### src/rtl/responder_arbiter.sv
// Four-player quiz responder controller: arms an answer window, counts seconds down,
// grants the first press and pulses the beeper. Optional early-press fouls: FOUL_DETECT_EN.
module responder_arbiter #(
  parameter int ANSWER_SEC = 20,
  parameter int CNT_W      = 5,
  parameter int BEEP_CYC   = 8
) (
  input  logic             clk,
  input  logic             rst_n,
  input  logic             host_start,
  input  logic             host_clr,
  input  logic [3:0]       buzz,
  input  logic             sec_tick,
  output logic [1:0]       state_o,
  output logic [3:0]       winner,
  output logic             winner_valid,
  output logic [CNT_W-1:0] timer_val,
  output logic             timeout,
  output logic             beep
`ifdef FOUL_DETECT_EN
  ,
  output logic [3:0]       foul
`endif
);

  typedef enum logic [1:0] {
    S_IDLE    = 2'd0,
    S_ARMED   = 2'd1,
    S_LOCKED  = 2'd2,
    S_TIMEOUT = 2'd3
  } state_t;

  localparam int BW = $clog2(BEEP_CYC + 1);
  localparam logic [CNT_W-1:0] TIMER_LOAD = CNT_W'(ANSWER_SEC);
  localparam logic [BW-1:0]    BEEP_LOAD  = BW'(BEEP_CYC);

  state_t           state_q, state_d;
  logic [3:0]       buzz_q;
  logic [3:0]       winner_q, winner_d;
  logic [CNT_W-1:0] timer_q, timer_d;
  logic [BW-1:0]    beep_cnt_q, beep_cnt_d;
  logic [3:0]       foul_q, foul_d;
  logic [3:0]       press, press_m, grant;

  // A button already held when the window arms has no rising edge, so it never counts.
  assign press = buzz & ~buzz_q;

`ifdef FOUL_DETECT_EN
  assign press_m = press & ~foul_q;
  assign foul    = foul_q;
`else
  assign press_m = press;
`endif

  // Isolate the lowest set bit: player 0 wins ties.
  assign grant = press_m & (~press_m + 4'd1);

  always_comb begin
    state_d    = state_q;
    winner_d   = winner_q;
    timer_d    = timer_q;
    foul_d     = foul_q;
    beep_cnt_d = (beep_cnt_q != '0) ? beep_cnt_q - 1'b1 : '0;
    if (host_clr) begin
      state_d    = S_IDLE;
      winner_d   = '0;
      timer_d    = TIMER_LOAD;
      foul_d     = '0;
      beep_cnt_d = '0;
    end else begin
      case (state_q)
        S_IDLE: begin
          timer_d = TIMER_LOAD;
`ifdef FOUL_DETECT_EN
          foul_d  = foul_q | press;
`endif
          if (host_start) state_d = S_ARMED;
        end
        S_ARMED: begin
          // A press on the same edge as the final tick takes priority over timeout.
          if (press_m != 4'd0) begin
            state_d    = S_LOCKED;
            winner_d   = grant;
            beep_cnt_d = BEEP_LOAD;
          end else if (sec_tick) begin
            if (timer_q <= CNT_W'(1)) begin
              timer_d    = '0;
              state_d    = S_TIMEOUT;
              beep_cnt_d = BEEP_LOAD;
            end else begin
              timer_d = timer_q - 1'b1;
            end
          end
        end
        default: ;
      endcase
    end
  end

  always_ff @(posedge clk or negedge rst_n) begin
    if (!rst_n) begin
      state_q    <= S_IDLE;
      buzz_q     <= '0;
      winner_q   <= '0;
      timer_q    <= TIMER_LOAD;
      beep_cnt_q <= '0;
      foul_q     <= '0;
    end else begin
      state_q    <= state_d;
      buzz_q     <= buzz;
      winner_q   <= winner_d;
      timer_q    <= timer_d;
      beep_cnt_q <= beep_cnt_d;
      foul_q     <= foul_d;
    end
  end

`ifndef FOUL_DETECT_EN
  logic unused_foul;
  assign unused_foul = ^foul_q;
`endif

  assign state_o      = state_q;
  assign winner       = winner_q;
  assign winner_valid = (state_q == S_LOCKED);
  assign timer_val    = timer_q;
  assign timeout      = (state_q == S_TIMEOUT);
  assign beep         = (beep_cnt_q != '0);

endmodule

### config.mk
export PLATFORM = sky130hd
export DESIGN_NAME = responder_arbiter
export DESIGN_NICKNAME = d
export VERILOG_FILES = /design/src/rtl/responder_arbiter.sv
export SDC_FILE = /design/constraint.sdc
export NUM_CORES = 1
export LEC_CHECK = 0
export ABC_AREA = 0
export BUFFER_PORTS_ARGS = -buffer_cell sky130_fd_sc_hd__buf_2
export CORE_MARGIN = 4
export CORE_UTILIZATION = 30
export CTS_CLUSTER_SIZE = 14
export DETAILED_ROUTE_END_ITERATION = 16
export GPL_ROUTABILITY_DRIVEN = 0
export PLACE_DENSITY = 0.47
export SYNTH_ARGS = -nofsm -noshare
export SYNTH_HDL_FRONTEND = slang
export SYNTH_SLANG_ARGS = --single-unit
export TNS_END_PERCENT = 1
### constraint.sdc
create_clock -name clk -period 3.1 [get_ports clk]
set_clock_uncertainty 0.1 [all_clocks]
set_input_delay 0.62 -clock clk [delete_from_list [all_inputs] [get_ports clk]]
set_output_delay 0.62 -clock clk [all_outputs]
set_load 0.1 [all_outputs]
Yosys cells after proc, flatten, opt, wreduce, memory -nomap -nowiden --
Cells that the tools add are included. W data, S select, Z words.
Operators by class: add/sub/neg operators 3, order comparisons 1, equal/unequal tests 8, multiplexer cells 20, bitwise gates (word level) 4, reduce and logical (&&, ||, !) cells 9
Operators with widths (count):
- $mux W4 | 9
- $mux W5 | 4
- $mux W2 | 5
- $pmux W5 S2 | 1
- $ne A3 B3 Y1 const B | 3
- $and A4 B4 Y4 | 2
- $ne A4 B4 Y1 const B | 2
- $not A4 Y4 | 2
- $reduce_bool A4 Y1 | 2
- $le A5 B1 Y1 const B | 1
- $sub A5 B1 Y5 const B | 1
- $add A4 B1 Y4 const B | 1
- $eq A2 B2 Y1 const B | 2
- $pmux W2 S2 | 1
- $reduce_and A4 Y1 | 1
- $reduce_bool A2 Y1 | 2
- $sub A4 B1 Y4 const B | 1
- $reduce_and A3 Y1 | 1
- $reduce_bool A3 Y1 | 1
- $eq A2 B1 Y1 const B | 1
- $logic_not A2 Y1 | 1
- $reduce_and A2 Y1 | 1
Word-level totals: bits in registers 19, input bits 9, word-level logic and storage cells 50

Depth between registers and ports, before layout --
depth after elaboration 8, mapped depth 6

Least setup slack after synthesis --
Ideal clock, no wire load.
kind register -> output, from register state_q[1], in the netlist state_o[1], to output timeout, data arrival time 2.628 ns, slack -0.248 ns, cell stages (with the launch flop) 3, cells stage by stage dfrtp_1 > inv_1 > nor2_1
On the way: longest elaborated chain between the ends 1
RTL lines:
- start, declared | RTL line 37 | state_t state_q, state_d;
- start signal, assigned | RTL line 109 | state_q <= state_d;
- $eq A2 B2 Y1 | RTL line 127 | assign timeout = (state_q == S_TIMEOUT);
- end, declared | RTL line 18 | output logic timeout,
No other way between the ends.

Final worst setup path --
from register beep_cnt_q[0], to output beep
On the way: longest elaborated chain between the ends 1
RTL lines:
- start, declared | RTL line 41 | logic [BW-1:0] beep_cnt_q, beep_cnt_d;
- start signal, assigned | RTL line 113 | beep_cnt_q <= beep_cnt_d;
- $reduce_bool A4 Y1 | RTL line 128 | assign beep = (beep_cnt_q != '0);
- end, declared | RTL line 19 | output logic beep
No other way between the ends.

==> metrics <==
placed cell areas=1170 sq um; post-route cell area=1190 sq um; Slew @ Worst Pin=0.543 ns; Max-Cap Viols=0; Synthesized Nets=106; # diodes=0; vias=776; I/O pins=23; syn avg cell area=10.9 sq um; Via-to-Cell Ratio=4.82; combinational share of power=45.4%; wire per inst=13.9 microns; clock tree sinks=19; die height=66.1 microns; fmax=410 MHz; cell area power density=672 nW/um^2; latest clock arrival within the worst-skew pair=0.30 ns; register area share after synthesis=47.2%; sequential power share=38.6%; Mapped Cells=93; net load switching power=376 uW; most common cell after layout, fill and taps aside=buf_2; CTS tree=built; post-detail-place hpwl=1720 microns; fin nets=131; FF+latch count, synth=19; fin crit share=78.7%; Cell variety after synth=39; placement-stage worst setup slack=0.979 ns; post-synthesis cell area=1010 sq um; Synth Flop Type=dfrtp_1; GRT Residual Overflow=0; Int Power=426 uW; CP most frequent cell=inv_1; top cell type's share of synthesized area=42.0%; Crit Path Category=reg -> out; Initial Util=32.4%; die width=66.1 microns; Total GRT Usage=11.2%; adder-cell share of the synthesized area=4.94%; Arr. time, crit path=1.72 ns; critical path cell sequence=inv_1 -> ha_1 -> nor3b_1 -> inv_1 -> buf_2; Pins Over Slew Limit=0; clk slew on worst S/H paths=0.11 ns; area leader, netlist=dfrtp_1; Post-synth EDFFs=0; number of synthesis warnings=0; pin count of the biggest net entering global routing=20; xor-xnor portion of the synthesized cell area=0.865%; CP startpoint kind=register; die area=4370 sq um; multi-input combinational cell area=488 sq um; Clk pwr share=16.0%; # hold bufs at CTS=0; mux contribution to synthesized area=1.11%; Synth-to-Final Area Change=18.0%; crit-path max FO=4; outcome=complete, no violations; core area=3130 sq um; post-route minimum period=2.44 ns; initial antenna violation count=0; compound-gate portion of the synthesized area=21.9%; number of global-route vias before repair=781; Worst path slowest cell=dfrtp_1; HP Class=in -> async; post-cts sizing count=0; RSZ-0062 raised after global routing=false; Worst EP required=2.38 ns; Critical Path End Type=primary output; DRC viols=0; depth of the CTS H-tree=1; most frequent cells in the layout=buf_2, dfrtp_1, inv_1, nor2_1; Net Sw Frac=46.9%; clock buffer count from CTS=3; Fillers=335; Seq. cell area=478 sq um; Port Buffers=22; endpoints failing hold=0; Async SR Flop Fraction=100%; Critical Path Max Stage Delay=0.41 ns; Root Driver=clkbuf_4; final setup violation count=0; Final WS setup=0.662 ns; Peak VDD IR=0.188 mV; headroom to the max-slew limit=63.3%; top post-synthesis cells by area=dfrtp_1, dfstp_2, ha_1; Post-Synth Simple-Gate Area=19.4%; setup bufs post-CTS=0; delay-heaviest family, CP=buffers and inverters; ANT nets after route=0; Detailed Routing Iterations Pass 1=4; Rows=20; Routed WL=2240 microns; first-pass GRT wire length=3750 microns; CP bufs+invs=3; largest family of logic cells by synthesized area=compound AO/OA/AOI/OAI gates; Iteration-0 DRC Markers=23; share of cells above drive strength 1=30.8%; CTS max path bufs=2; leakage power=0.000564 uW
stage by stage:
step	total power (uW)	cells	TNS (ns)	hold slack, ns	utilization (%)
2_1_floorplan	620	93	-0.496	0.224	-
3_3_place_gp	682	157	0	0.364	37.4
3_5_place_dp	682	157	0	0.368	37.4
4_1_cts	816	161	0	0.143	38.2
5_1_grt	858	161	0	0.150	38.2
6_report	803	161	0	0.141	38.2
cell usage after synthesis, types with 2 or more instances:
cell type	number
a21o_1	2
a21oi_1	3
a22o_1	3
a31oi_1	2
and2b_1	2
dfrtp_1	17
dfstp_2	2
ha_1	4
inv_1	10
nor2_1	8
nor2b_4	2
nor3_1	4
nor3b_1	2
nor4_1	4
o21a_1	2
o21ai_0	3
area by class of cell:
class,instances,share of cell area [%]
flip-flops and latches,19,40.0
repair buffers,22,9.21
inverters,10,3.14
well taps,44,4.61
multi-input cells,62,40.8
clock buffers,4,2.20
metal layers:
| layer | wire length [microns] | track usage, % | part of all wire, % | vias up |
|---|---|---|---|---|
| met4 | 29 | 5.33 | 1.3 | 0 |
| met1 | 1020 | 14.7 | 46 | 362 |
| met3 | 103 | 2.55 | 4.6 | 4 |
| met5 | 0 | 0 | 0 | - |
| met2 | 1080 | 17.3 | 48 | 19 |
| li1 | - | - | - | 391 |
path summary, 6_finish.rpt:
path,from,to,slack [ns],cells past startpoint
hold reg to reg,beep_cnt_q[0],beep_cnt_q[0],0.37,1
hold / removal,rst_n,timer_val[1],0.14,1
setup / recovery,beep_cnt_q[0],beep,0.66,5
setup reg to reg,timer_val[1],beep_cnt_q[3],1.19,6
min in group clk,buzz[2],buzz_q[2],0.33,1
max in group asynchronous,rst_n,timer_val[4],2.43,1
power groups by stage:
stage | logic [uW] | registers [uW] | clock network, uW
after floorplan | 246 | 374 | 0
after global placement | 367 | 315 | 0
after detailed placement | 366 | 316 | 0
after CTS | 369 | 311 | 137
after global routing | 394 | 316 | 148
final | 364 | 310 | 129
sequential cells by signal, summed over array words and instances (netlist names):
register    cells
buzz_q          4
state_o         2
timer_val       5
beep_cnt_q      4
winner          4
cell families after synthesis:
group                    Yosys count
AND/OR/NAND/NOR                   29
AO/OA/AOI/OAI                     27
flip-flops                        19
buffers and inverters             12
adder cells (fa/ha/maj)            4
XOR/XNOR                           1
multiplexers                       1
Note: power is estimated with default switching activity, not from simulation.
